File: src/rtl/mem_axi_master_pkg.sv
// mem_axi_master_pkg: shared definitions for the single-outstanding AXI-style
// memory master.
//   - state_e         : FSM state encoding
//   - AXI_RESP_*      : AXI response codes seen on bresp/rresp
//   - state_known()   : flags whether a state register value is a legal encoding
package mem_axi_master_pkg;

    typedef enum logic [2:0] {
        ST_IDLE    = 3'd0,
        ST_RD_ADDR = 3'd1,
        ST_RD_DATA = 3'd2,
        ST_WR_REQ  = 3'd3,
        ST_WR_RESP = 3'd4,
        ST_RESP    = 3'd5
    } state_e;

    localparam logic [1:0] AXI_RESP_OKAY   = 2'b00;
    localparam logic [1:0] AXI_RESP_SLVERR = 2'b10;

    // Two of the eight 3-bit codes are unused; the FSM treats them as IDLE.
    function automatic logic state_known(input state_e s);
        logic known;
        case (s)
            ST_IDLE, ST_RD_ADDR, ST_RD_DATA,
            ST_WR_REQ, ST_WR_RESP, ST_RESP: known = 1'b1;
            default:                        known = 1'b0;
        endcase
        return known;
    endfunction

endpackage

File: src/rtl/mem_axi_master.sv
// mem_axi_master: turns single core requests into AXI-style read (AR/R) or
// write (AW/W/B) transactions, one transaction outstanding at a time.
// Ports:
//   clk, rst                 : rising-edge clock, asynchronous active-high reset
//   req_*                    : core request (valid/ready, we, addr, wdata, wmask)
//   rsp_valid/rsp_rdata/err  : one-cycle completion pulse with read data / error
//   aw*, w*, b*              : AXI write address, write data, write response
//   ar*, r*                  : AXI read address, read data
// Every output comes straight from a flop; next values are derived from the
// next state so they line up with the state register.
module mem_axi_master
    import mem_axi_master_pkg::*;
#(
    parameter int addr_width = 32,
    parameter int data_width = 64
) (
    input  logic                    clk,
    input  logic                    rst,
    input  logic                    req_valid,
    output logic                    req_ready,
    input  logic                    req_we,
    input  logic [addr_width-1:0]   req_addr,
    input  logic [data_width-1:0]   req_wdata,
    input  logic [data_width/8-1:0] req_wmask,
    output logic                    rsp_valid,
    output logic [data_width-1:0]   rsp_rdata,
    output logic                    rsp_err,
    output logic                    awvalid,
    input  logic                    awready,
    output logic [addr_width-1:0]   awaddr,
    output logic                    wvalid,
    input  logic                    wready,
    output logic [data_width-1:0]   wdata,
    output logic [data_width/8-1:0] wmask,
    input  logic                    bvalid,
    output logic                    bready,
    input  logic [1:0]              bresp,
    output logic                    arvalid,
    input  logic                    arready,
    output logic [addr_width-1:0]   araddr,
    input  logic                    rvalid,
    output logic                    rready,
    input  logic [data_width-1:0]   rdata,
    input  logic [1:0]              rresp
);

    localparam int mask_width = data_width / 8;

    state_e                  state_q, state_d, state_s;
    logic                    we_q, we_d;
    logic [addr_width-1:0]   addr_q, addr_d;
    logic [data_width-1:0]   wdata_q, wdata_d;
    logic [mask_width-1:0]   wmask_q, wmask_d;
    logic                    aw_done_q, aw_done_d;
    logic                    w_done_q, w_done_d;
    logic                    req_ready_q, req_ready_d;
    logic                    rsp_valid_q, rsp_valid_d;
    logic [data_width-1:0]   rsp_rdata_q, rsp_rdata_d;
    logic                    rsp_err_q, rsp_err_d;
    logic                    arvalid_q, arvalid_d;
    logic                    rready_q, rready_d;
    logic                    awvalid_q, awvalid_d;
    logic                    wvalid_q, wvalid_d;
    logic                    bready_q, bready_d;

    // Next-state, request latching and next-output computation.
    always_comb begin
        state_s     = state_known(state_q) ? state_q : ST_IDLE;
        state_d     = state_s;
        we_d        = we_q;
        addr_d      = addr_q;
        wdata_d     = wdata_q;
        wmask_d     = wmask_q;
        aw_done_d   = aw_done_q;
        w_done_d    = w_done_q;
        rsp_rdata_d = rsp_rdata_q;
        rsp_err_d   = rsp_err_q;

        case (state_s)
            ST_IDLE: begin
                if (req_valid && req_ready_q) begin
                    we_d      = req_we;
                    addr_d    = req_addr;
                    wdata_d   = req_wdata;
                    wmask_d   = req_wmask;
                    aw_done_d = 1'b0;
                    w_done_d  = 1'b0;
                    state_d   = req_we ? ST_WR_REQ : ST_RD_ADDR;
                end else begin
                    state_d = ST_IDLE;
                end
            end
            ST_RD_ADDR: begin
                if (arvalid_q && arready) begin
                    state_d = ST_RD_DATA;
                end else begin
                    state_d = ST_RD_ADDR;
                end
            end
            ST_RD_DATA: begin
                if (rready_q && rvalid) begin
                    rsp_rdata_d = rdata;
                    rsp_err_d   = (rresp != AXI_RESP_OKAY);
                    state_d     = ST_RESP;
                end else begin
                    state_d = ST_RD_DATA;
                end
            end
            ST_WR_REQ: begin
                // AW and W complete independently; leave as soon as both have,
                // even if they finish on the same edge.
                aw_done_d = aw_done_q | (awvalid_q & awready);
                w_done_d  = w_done_q | (wvalid_q & wready);
                if (aw_done_d && w_done_d) begin
                    aw_done_d = 1'b0;
                    w_done_d  = 1'b0;
                    state_d   = ST_WR_RESP;
                end else begin
                    state_d = ST_WR_REQ;
                end
            end
            ST_WR_RESP: begin
                if (bready_q && bvalid) begin
                    rsp_err_d = (bresp != AXI_RESP_OKAY);
                    state_d   = ST_RESP;
                end else begin
                    state_d = ST_WR_RESP;
                end
            end
            ST_RESP: begin
                state_d = ST_IDLE;
            end
            default: begin
                state_d = ST_IDLE;
            end
        endcase

        req_ready_d = (state_d == ST_IDLE);
        arvalid_d   = (state_d == ST_RD_ADDR);
        rready_d    = (state_d == ST_RD_DATA);
        awvalid_d   = (state_d == ST_WR_REQ) && !aw_done_d;
        wvalid_d    = (state_d == ST_WR_REQ) && !w_done_d;
        bready_d    = (state_d == ST_WR_RESP);
        rsp_valid_d = (state_d == ST_RESP);
    end

    // State, request and output registers.
    always_ff @(posedge clk or posedge rst) begin
        if (rst) begin
            state_q     <= ST_IDLE;
            we_q        <= 1'b0;
            addr_q      <= '0;
            wdata_q     <= '0;
            wmask_q     <= '0;
            aw_done_q   <= 1'b0;
            w_done_q    <= 1'b0;
            req_ready_q <= 1'b1;
            rsp_valid_q <= 1'b0;
            rsp_rdata_q <= '0;
            rsp_err_q   <= 1'b0;
            arvalid_q   <= 1'b0;
            rready_q    <= 1'b0;
            awvalid_q   <= 1'b0;
            wvalid_q    <= 1'b0;
            bready_q    <= 1'b0;
        end else begin
            state_q     <= state_d;
            we_q        <= we_d;
            addr_q      <= addr_d;
            wdata_q     <= wdata_d;
            wmask_q     <= wmask_d;
            aw_done_q   <= aw_done_d;
            w_done_q    <= w_done_d;
            req_ready_q <= req_ready_d;
            rsp_valid_q <= rsp_valid_d;
            rsp_rdata_q <= rsp_rdata_d;
            rsp_err_q   <= rsp_err_d;
            arvalid_q   <= arvalid_d;
            rready_q    <= rready_d;
            awvalid_q   <= awvalid_d;
            wvalid_q    <= wvalid_d;
            bready_q    <= bready_d;
        end
    end

    assign req_ready = req_ready_q;
    assign rsp_valid = rsp_valid_q;
    assign rsp_rdata = rsp_rdata_q;
    assign rsp_err   = rsp_err_q;
    assign arvalid   = arvalid_q;
    assign araddr    = addr_q;
    assign rready    = rready_q;
    assign awvalid   = awvalid_q;
    assign awaddr    = addr_q;
    assign wvalid    = wvalid_q;
    assign wdata     = wdata_q;
    assign wmask     = wmask_q;
    assign bready    = bready_q;

    // we_q is held for completeness of the latched request; direction is
    // already encoded in the state path.
    logic unused_s;
    assign unused_s = we_q;

endmodule

File: config.mk
export PLATFORM = sky130hd
export DESIGN_NAME = mem_axi_master
export DESIGN_NICKNAME = d
export VERILOG_FILES = /design/src/rtl/mem_axi_master_pkg.sv /design/src/rtl/mem_axi_master.sv
export SDC_FILE = /design/constraint.sdc
export NUM_CORES = 1
export LEC_CHECK = 0
export BUFFER_PORTS_ARGS = -buffer_cell sky130_fd_sc_hd__buf_2
export CAP_MARGIN = 20
export CORE_AREA = 5 5 147 149
export DETAILED_ROUTE_END_ITERATION = 12
export DIE_AREA = 0 0 152 154
export GPL_ROUTABILITY_DRIVEN = 0
export HOLD_SLACK_MARGIN = 0.08
export PLACE_DENSITY_LB_ADDON = 0.1
export SKIP_LAST_GASP = 1
export SLEW_MARGIN = 15
export SYNTH_ARGS = -nofsm -noshare
export SYNTH_HDL_FRONTEND = slang
export SYNTH_SLANG_ARGS = --single-unit
File: constraint.sdc
create_clock -name clk -period 5.8 [get_ports clk]
set_input_delay 1.16 -clock clk [delete_from_list [all_inputs] [get_ports clk]]
set_output_delay 1.16 -clock clk [all_outputs]
set_load 0.02 [all_outputs]
## After elaboration in Yosys (flattened, before gate mapping)

Index checks and enable logic that the tools add are counted.

- Multiplexer cells: 18
- Equality and inequality tests: 16
- Bitwise logic cells: 4
- Reduce and logical (&&, ||, !) cells: 19

Operators by type and width:

| kind | count |
|---|---|
| equality test 3 x 2 -> 1 bit, second input constant | 6 |
| equality test 3 bit, second input constant | 5 |
| case mux 3 bit (5 select lines) | 1 |
| equality test 3 x 1 -> 1 bit, second input constant | 3 |
| logical NOT 3 bit | 3 |
| 2-to-1 mux 3 bit | 3 |
| 2-to-1 mux 1 bit | 8 |
| logical AND 1 bit | 7 |
| 2-to-1 mux 2 bit | 3 |
| case mux 1 bit (2 select lines) | 3 |
| nonzero test 2 bit | 3 |
| OR reduction 6 bit | 1 |
| inequality test 2 bit, second input constant | 2 |
| AND reduction 2 bit | 2 |
| AND reduction 3 bit | 1 |
| bitwise AND 1 bit | 2 |
| logical NOT 1 bit | 2 |
| OR 1 bit | 2 |

- Register bits: 181
- Input bits: 181
- Output and inout port bits: 208

## Longest topological paths before layout

Gate-level depths: netlist (run 1).

- Word-level depth: 8
- Mapped depth: 6

## Worst setup path after synthesis (run 1)

OpenSTA, ideal clock, no wires.

- Kind: input -> register
- Start point: input port req_valid
- End point: register wdata_q[10], in the netlist wdata[10]
- Data arrival time: 2.072 ns
- Setup time: 0.125 ns
- Buffers on the path: 2
- Slack: 3.603 ns
- Stages on the path: 5
- Path through: nand2_1 a21oi_4 buf_6 buf_4 mux2_2

- Longest elaborated chain between the ends: 2

Ends and longest elaborated chain:

| what | RTL line | text |
|---|---|---|
| from (decl) | mem_axi_master.sv:19 | `input logic req_valid,` |
| logical AND 1 bit | mem_axi_master.sv:81 | `if (req_valid && req_ready_q) begin` |
| AND reduction 2 bit (no line) | n/a |  |
| to (signal assigned) | mem_axi_master.sv:170 | `wdata_q <= wdata_d;` |
| to (decl) | mem_axi_master.sv:52 | `logic [data_width-1:0] wdata_q, wdata_d;` |

No other way between the ends.
A chain may end at the register's enable or synchronous reset.

## Final worst setup path (run 1)

- Start point: input port rvalid
- End point: register rsp_rdata_q[34], in the netlist rsp_rdata[34]

- Longest elaborated chain between the ends: 2

Ends and longest elaborated chain:

| what | RTL line | text |
|---|---|---|
| from (decl) | mem_axi_master.sv:41 | `input logic rvalid,` |
| logical AND 1 bit | mem_axi_master.sv:101 | `if (rready_q && rvalid) begin` |
| AND reduction 2 bit (no line) | n/a |  |
| to (signal assigned) | mem_axi_master.sv:176 | `rsp_rdata_q <= rsp_rdata_d;` |
| to (decl) | mem_axi_master.sv:58 | `logic [data_width-1:0] rsp_rdata_q, rsp_rdata_d;` |

No other way between the ends.

==> results of run 1 <==
layout make-up:
class / count / area share, %
Inverter: 4 / 0.196
Clock buffer: 18 / 4.47
Clock inverter: 14 / 1.41
Timing Repair Buffer: 392 / 20.7
Antenna cell: 3 / 0.0782
Sequential cell: 181 / 47.2
Tap cell: 270 / 3.52
Multi-Input combinational cell: 206 / 22.4
state kept, by name, indices dropped and copies added (netlist names), 3 cells and up:
signal     cells
rsp_rdata     64
wdata         64
araddr        32
wmask          8
state_q        3
final timing paths:
check / startpoint / end / slack [ns] / cells after the start
worst max-delay path: rvalid / rsp_rdata[34]$_DFFE_PP0P_ / 3.04 / 5
worst min-delay path: wdata[61]$_DFFE_PP0N_ / wdata[61]$_DFFE_PP0N_ / 0.50 / 1
worst max register to register: state_q[2]$_DFF_PP0_ / rsp_rdata[34]$_DFFE_PP0P_ / 3.06 / 4
worst min register to register: wdata[61]$_DFFE_PP0N_ / wdata[61]$_DFFE_PP0N_ / 0.50 / 1
max in group asynchronous: rst / arvalid$_DFF_PP0_ / 4.05 / 3
min in group asynchronous: rst / wdata[26]$_DFFE_PP0N_ / 1.04 / 3
cells by family (layout without fill, tap and decap cells):
logic type             after synthesis  in the layout
flip-flops                         181            181
multiplexers                       168            168
buffers and inverters               54            428
AND/OR/NAND/NOR                     23             23
AO/OA/AOI/OAI                       15             15
other                                0              3
power by group:
part	switching, W	internal (W)
sequential	0.000321	0.00188
combinational	0.00161	0.00110
clock	0.000522	0.000570
per-layer routing:
layer,track usage [%],vias to the layer above,share of wire [%],wire length (um)
met2,28.0,219,52,9940
met5,0,-,0.037,7
met4,5.39,2,1.9,360
li1,-,2253,-,-
met3,6.69,22,8.7,1640
met1,17.6,2413,37,7010
synthesized netlist by cell type, types with 3 or more instances:
cell	number	area [sq um]
inv_1	4	15.0
nand2_1	7	26.3
buf_4	41	308
mux2_2	168	1890
nor3b_1	5	37.5
a21oi_1	3	15.0
buf_2	7	35.0
dfrtp_1	180	4500
worst reg2reg max path: stages, from the launching register on:
cell	delay [ns]
dfrtp_1	0.45
or3b_2	0.52
nor2_4	0.70
buf_4	0.52
mux2_2	0.43
per-stage QoR:
stage	instance area [sq um]	total power, W	hold WS, ns	util, %
6_report	9590	0.00600	0.501	47.9
5_1_grt	9590	0.00637	0.516	47.9
4_1_cts	9590	0.00611	0.506	47.8
3_5_place_dp	9020	0.00499	0.490	45.0
3_3_place_gp	9020	0.00493	0.484	45.0
2_1_floorplan	7060	0.00410	0.551	-
==> impl_metrics.py, run 1 <==
metrics = {
    "status": {
        "outcome": "finished clean",
    },
    "floorplanning": {
        "row_count": 52,
        "die_width_um": 152,
        "ioPinCount": 389,
        "initial_utilization_pct": 35.2,
        "die_h_um": 154,
        "core_area_sq_um": 20000,
        "die-area_sq_um": 23400,
    },
    "global_route": {
        "grt_max_degree": 182,
        "grt_pass1_wl_mm": 29.7,
        "grt_pass1_vias": 5258,
        "gr-usage-all-layers_pct": 16.0,
        "grt-ovfl-total": 0,
        "antenna_found_initial": 3,
    },
    "layout": {
        "final_cell_mix": "buf_2 (388), dfrtp_1 (180), mux2_2 (168)",
        "final_common_cell": "buf_2",
        "stdcell_count": 1088,
        "fill_cells": 1872,
        "register_area_sq_um": 4530,
        "area_growth_pct": 36.0,
        "drive_gt1_share_pct": 73.3,
        "nets": 983,
        "multi_input_area_sq_um": 2150,
    },
    "logic_synthesis": {
        "syn-instance-count": 441,
        "synth_edf_count": 0,
        "ys.flop_type": "dfrtp_1",
        "ys_seq_elements": 181,
        "syn_avg_cell_area_sq_um": 16.0,
        "postSynth.asyncResetShare_pct": 100,
        "synthMuxAreaShare_pct": 26.8,
        "synth_compound_area_share_pct": 1.68,
        "synth_adder_area_share_pct": 0,
        "synthXorXnorAreaFrac_pct": 0,
        "seq_area_frac_synth_pct": 64.2,
        "synth.distinct_cells": 26,
        "syn-num-nets": 622,
        "synth_top_family_by_area": "multiplexers",
        "synthesis.area_sq_um": 7050,
        "yosys_warnings": 0,
        "yosys.area_share.simple_pct": 1.88,
    },
    "critical_path": {
        "critPathMaxStageDelay_ns": 0.74,
        "crit_arrival_ns": 3.06,
        "cp.required_ns": 6.10,
        "critical_path_class": "input pin to register",
        "path_cells": "buf_2, nand2_1, nor2_4, buf_4, mux2_2",
        "path_max_fanout": 35,
        "cp-start-kind": "input pin",
        "crit_slowest_cell": "nor2_4",
        "worst-path-buf-inv": 2,
        "crit_family": "simple AND/OR/NAND/NOR gates",
        "critical_path.endpoint_type": "register",
    },
    "sta": {
        "hold_viol_final": 0,
        "max_clock_freq_ghz": 0.362,
        "final_max_slew_viol_count": 0,
        "tightest_slew_ns": 0.977,
        "finalSetupTns_ns": 0,
        "slew-limit-headroom_pct": 34.8,
        "rsz0062_at_grt": "false",
        "fin_crit_sh_pct": 47.6,
        "post-route-min-period_ns": 2.76,
        "skew_ns": 0.00785,
        "setup_viol": 0,
        "setup_ws_ns": 3.04,
    },
    "place": {
        "portBuffers": 388,
        "dpl.cell_count": 1053,
        "place_ws_ns": 2.58,
        "place_hpwl_mm": 14.6,
    },
    "clocking": {
        "max-clock-path-buffers": 2,
        "cts_made_buffers": 17,
        "insertion_delay_ns": 0.42,
        "cts_resized": 0,
        "clock_sinks": 181,
        "ctsRootBufferMaster": "clkbuf_16",
        "postCtsSetupBuffers": 0,
        "path_clk_slew_ns": 0.07,
        "cts_hold_buffers": 0,
        "htreeDepth": 4,
        "cts_tree": "done",
    },
    "routing": {
        "drc": 0,
        "wl_per_cell_um": 17.4,
        "wl_mm": 19.0,
        "postRouteAntennaNets": 0,
        "viasPerCell": 4.51,
        "dr.pass1.iters": 4,
        "vias": 4909,
        "drt-initial-drc-count": 209,
    },
    "run": {
        "cap_violations": 0,
    },
    "hold_path": {
        "hold_path.class": "register to register",
    },
    "power": {
        "ir_drop_v": 0.000278,
        "p_leak_nw": 4.89,
        "power_density_nw_per_um2": 625,
    },
}
No activity file was read; power rests on OpenSTA's default activity.
==> inputs of run 2 (changes only) <==
==> constraint.sdc (replaced) <==
create_clock -name clk -period 2.47 [get_ports clk]
set_input_delay 0.494 -clock clk [delete_from_list [all_inputs] [get_ports clk]]
set_output_delay 0.494 -clock clk [all_outputs]
set_load 0.02 [all_outputs]
==> impl_metrics.py, run 2 (synthesized netlist as in run 1, its figures left out) <==
metrics = {
    "critical_path": {
        "path_cells": "or3_1, a21oi_4, buf_4, mux2_2",
        "critPathMaxStageDelay_ns": 0.48,
        "path_max_fanout": 43,
        "cp.required_ns": 2.77,
        "critical_path_class": "register to register",
        "critical_path.endpoint_type": "register",
        "crit_slowest_cell": "buf_4",
        "cp-start-kind": "register",
        "crit_arrival_ns": 2.41,
    },
    "floorplanning": {
        "ioPinCount": 389,
        "core_area_sq_um": 20000,
        "row_count": 52,
        "die-area_sq_um": 23400,
        "die_width_um": 152,
        "die_h_um": 154,
        "initial_utilization_pct": 35.2,
    },
    "run": {
        "cap_violations": 0,
    },
    "routing": {
        "viasPerCell": 4.52,
        "wl_per_cell_um": 17.9,
        "postRouteAntennaNets": 0,
        "vias": 4922,
        "wl_mm": 19.5,
        "drt-initial-drc-count": 222,
        "drc": 0,
        "dr.pass1.iters": 4,
    },
    "layout": {
        "final_common_cell": "buf_2",
        "final_cell_mix": "buf_2 (388), dfrtp_1 (180), mux2_2 (168)",
        "design_area_sq_um": 9680,
        "final_util_pct": 48.3,
        "stdcell_count": 1089,
        "area_growth_pct": 37.2,
        "drive_gt1_share_pct": 73.3,
        "diodes": 0,
        "register_area_sq_um": 4530,
        "fill_cells": 1885,
        "multi_input_area_sq_um": 2150,
        "nets": 987,
    },
    "power": {
        "p_sw_share_pct": 40.1,
        "intPower_w": 0.00857,
        "comb_power_share_pct": 44.7,
        "ir_drop_v": 0.000564,
        "p_leak_nw": 4.92,
        "p_seq_share_pct": 36.2,
        "p_sw_w": 0.00574,
        "power_density_nw_per_um2": 1480,
        "pwr-share-clk_pct": 19.1,
        "power.total_w": 0.0143,
    },
    "place": {
        "place_hpwl_mm": 15.1,
        "dpl.cell_count": 1057,
        "place_area_sq_um": 9090,
        "portBuffers": 388,
        "place_ws_ns": 0.357,
    },
    "global_route": {
        "grt_pass1_vias": 5529,
        "grt_pass1_wl_mm": 30.8,
        "grt_max_degree": 97,
        "gr-usage-all-layers_pct": 16.5,
        "antenna_found_initial": 0,
        "grt-ovfl-total": 0,
    },
    "clocking": {
        "postCtsSetupBuffers": 0,
        "clock_sinks": 181,
        "cts_tree": "done",
        "cts_made_buffers": 17,
        "path_clk_slew_ns": 0.07,
        "htreeDepth": 4,
        "max-clock-path-buffers": 2,
        "insertion_delay_ns": 0.42,
        "cts_hold_buffers": 0,
        "cts_resized": 0,
        "ctsRootBufferMaster": "clkbuf_16",
    },
    "sta": {
        "slew-limit-headroom_pct": 55.1,
        "final_max_slew_viol_count": 0,
        "skew_ns": 0.00695,
        "post-route-min-period_ns": 2.11,
        "rsz0062_at_grt": "false",
        "fin_crit_sh_pct": 85.6,
        "hold_viol_final": 0,
        "tightest_slew_ns": 0.668,
        "setup_viol": 0,
        "max_clock_freq_ghz": 0.473,
        "setup_ws_ns": 0.357,
    },
    "hold_path": {
        "hold_path.class": "input pin to async pin",
    },
    "status": {
        "outcome": "finished clean",
    },
}
[run 2: cell count changes in the layout (fill, tap and decap cells not counted), moves of 2 or more]
cell / previous run / this run
bufinv_16: 0 / 2
diode_2: 3 / 0
buf_12: 1 / 4
inv_6: 6 / 2
clkinv_2: 2 / 0
clkinvlp_4: 1 / 5
clkinv_8: 2 / 0
[run 2: final timing paths]
| check | end | slack (ns) | depth (start not counted) | start |
|---|---|---|---|---|
| worst min-delay path | wdata[30]$_DFFE_PP0N_ | 0.23 | 3 | rst |
| worst min register to register | wmask[1]$_DFFE_PP0N_ | 0.50 | 1 | wmask[1]$_DFFE_PP0N_ |
| worst max-delay path | araddr[23]$_DFFE_PP0N_ | 0.36 | 4 | state_q[2]$_DFF_PP0_ |
| worst max register to register | araddr[23]$_DFFE_PP0N_ | 0.36 | 4 | state_q[2]$_DFF_PP0_ |
| min in group clk | wdata[28]$_DFFE_PP0N_ | 0.31 | 2 | req_wdata[28] |
| max in group asynchronous | req_ready$_DFF_PP1_ | 1.79 | 3 | rst |
[run 2: cell type report]
class	instances	area share [%]
sequential	181	46.8
multi-input combinational	206	22.2
timing repair buffer	396	21.2
clock buffer	20	4.61
tap	270	3.49
clock inverter	12	1.50
inverter	4	0.194
[run 2: power groups by stage]
stage	Combinational, W	Sequential (W)	Clock, W
after floorplan	0.00268	0.00695	0
after global placement	0.00643	0.00519	0
after detailed placement	0.00651	0.00525	0
after CTS	0.00651	0.00522	0.00282
after global routing	0.00680	0.00541	0.00295
final	0.00640	0.00519	0.00273
[run 2: worst max-delay path: cells and delay by family (launching register included)]
kind	cells	cell delay [ns]
compound gates	1	0.20
buf+inv	1	0.48
flops	1	0.45
mux	1	0.41
simple gates	1	0.42
[run 2: stage by stage]
stage / TNS (ns) / hold slack, ns
after floorplan: -62.24 / 0.551
after global placement: 0 / 0.486
after detailed placement: 0 / 0.490
after CTS: 0 / 0.263
after global routing: 0 / 0.276
final: 0 / 0.235
[run 2: per-layer routing]
metal | vias to the layer above | routed length (um) | GRT usage, %
met5 | - | 0 | 0
met4 | 0 | 355 | 5.48
met2 | 210 | 10500 | 30.0
met1 | 2440 | 7070 | 17.8
li1 | 2251 | - | -
met3 | 21 | 1560 | 6.01
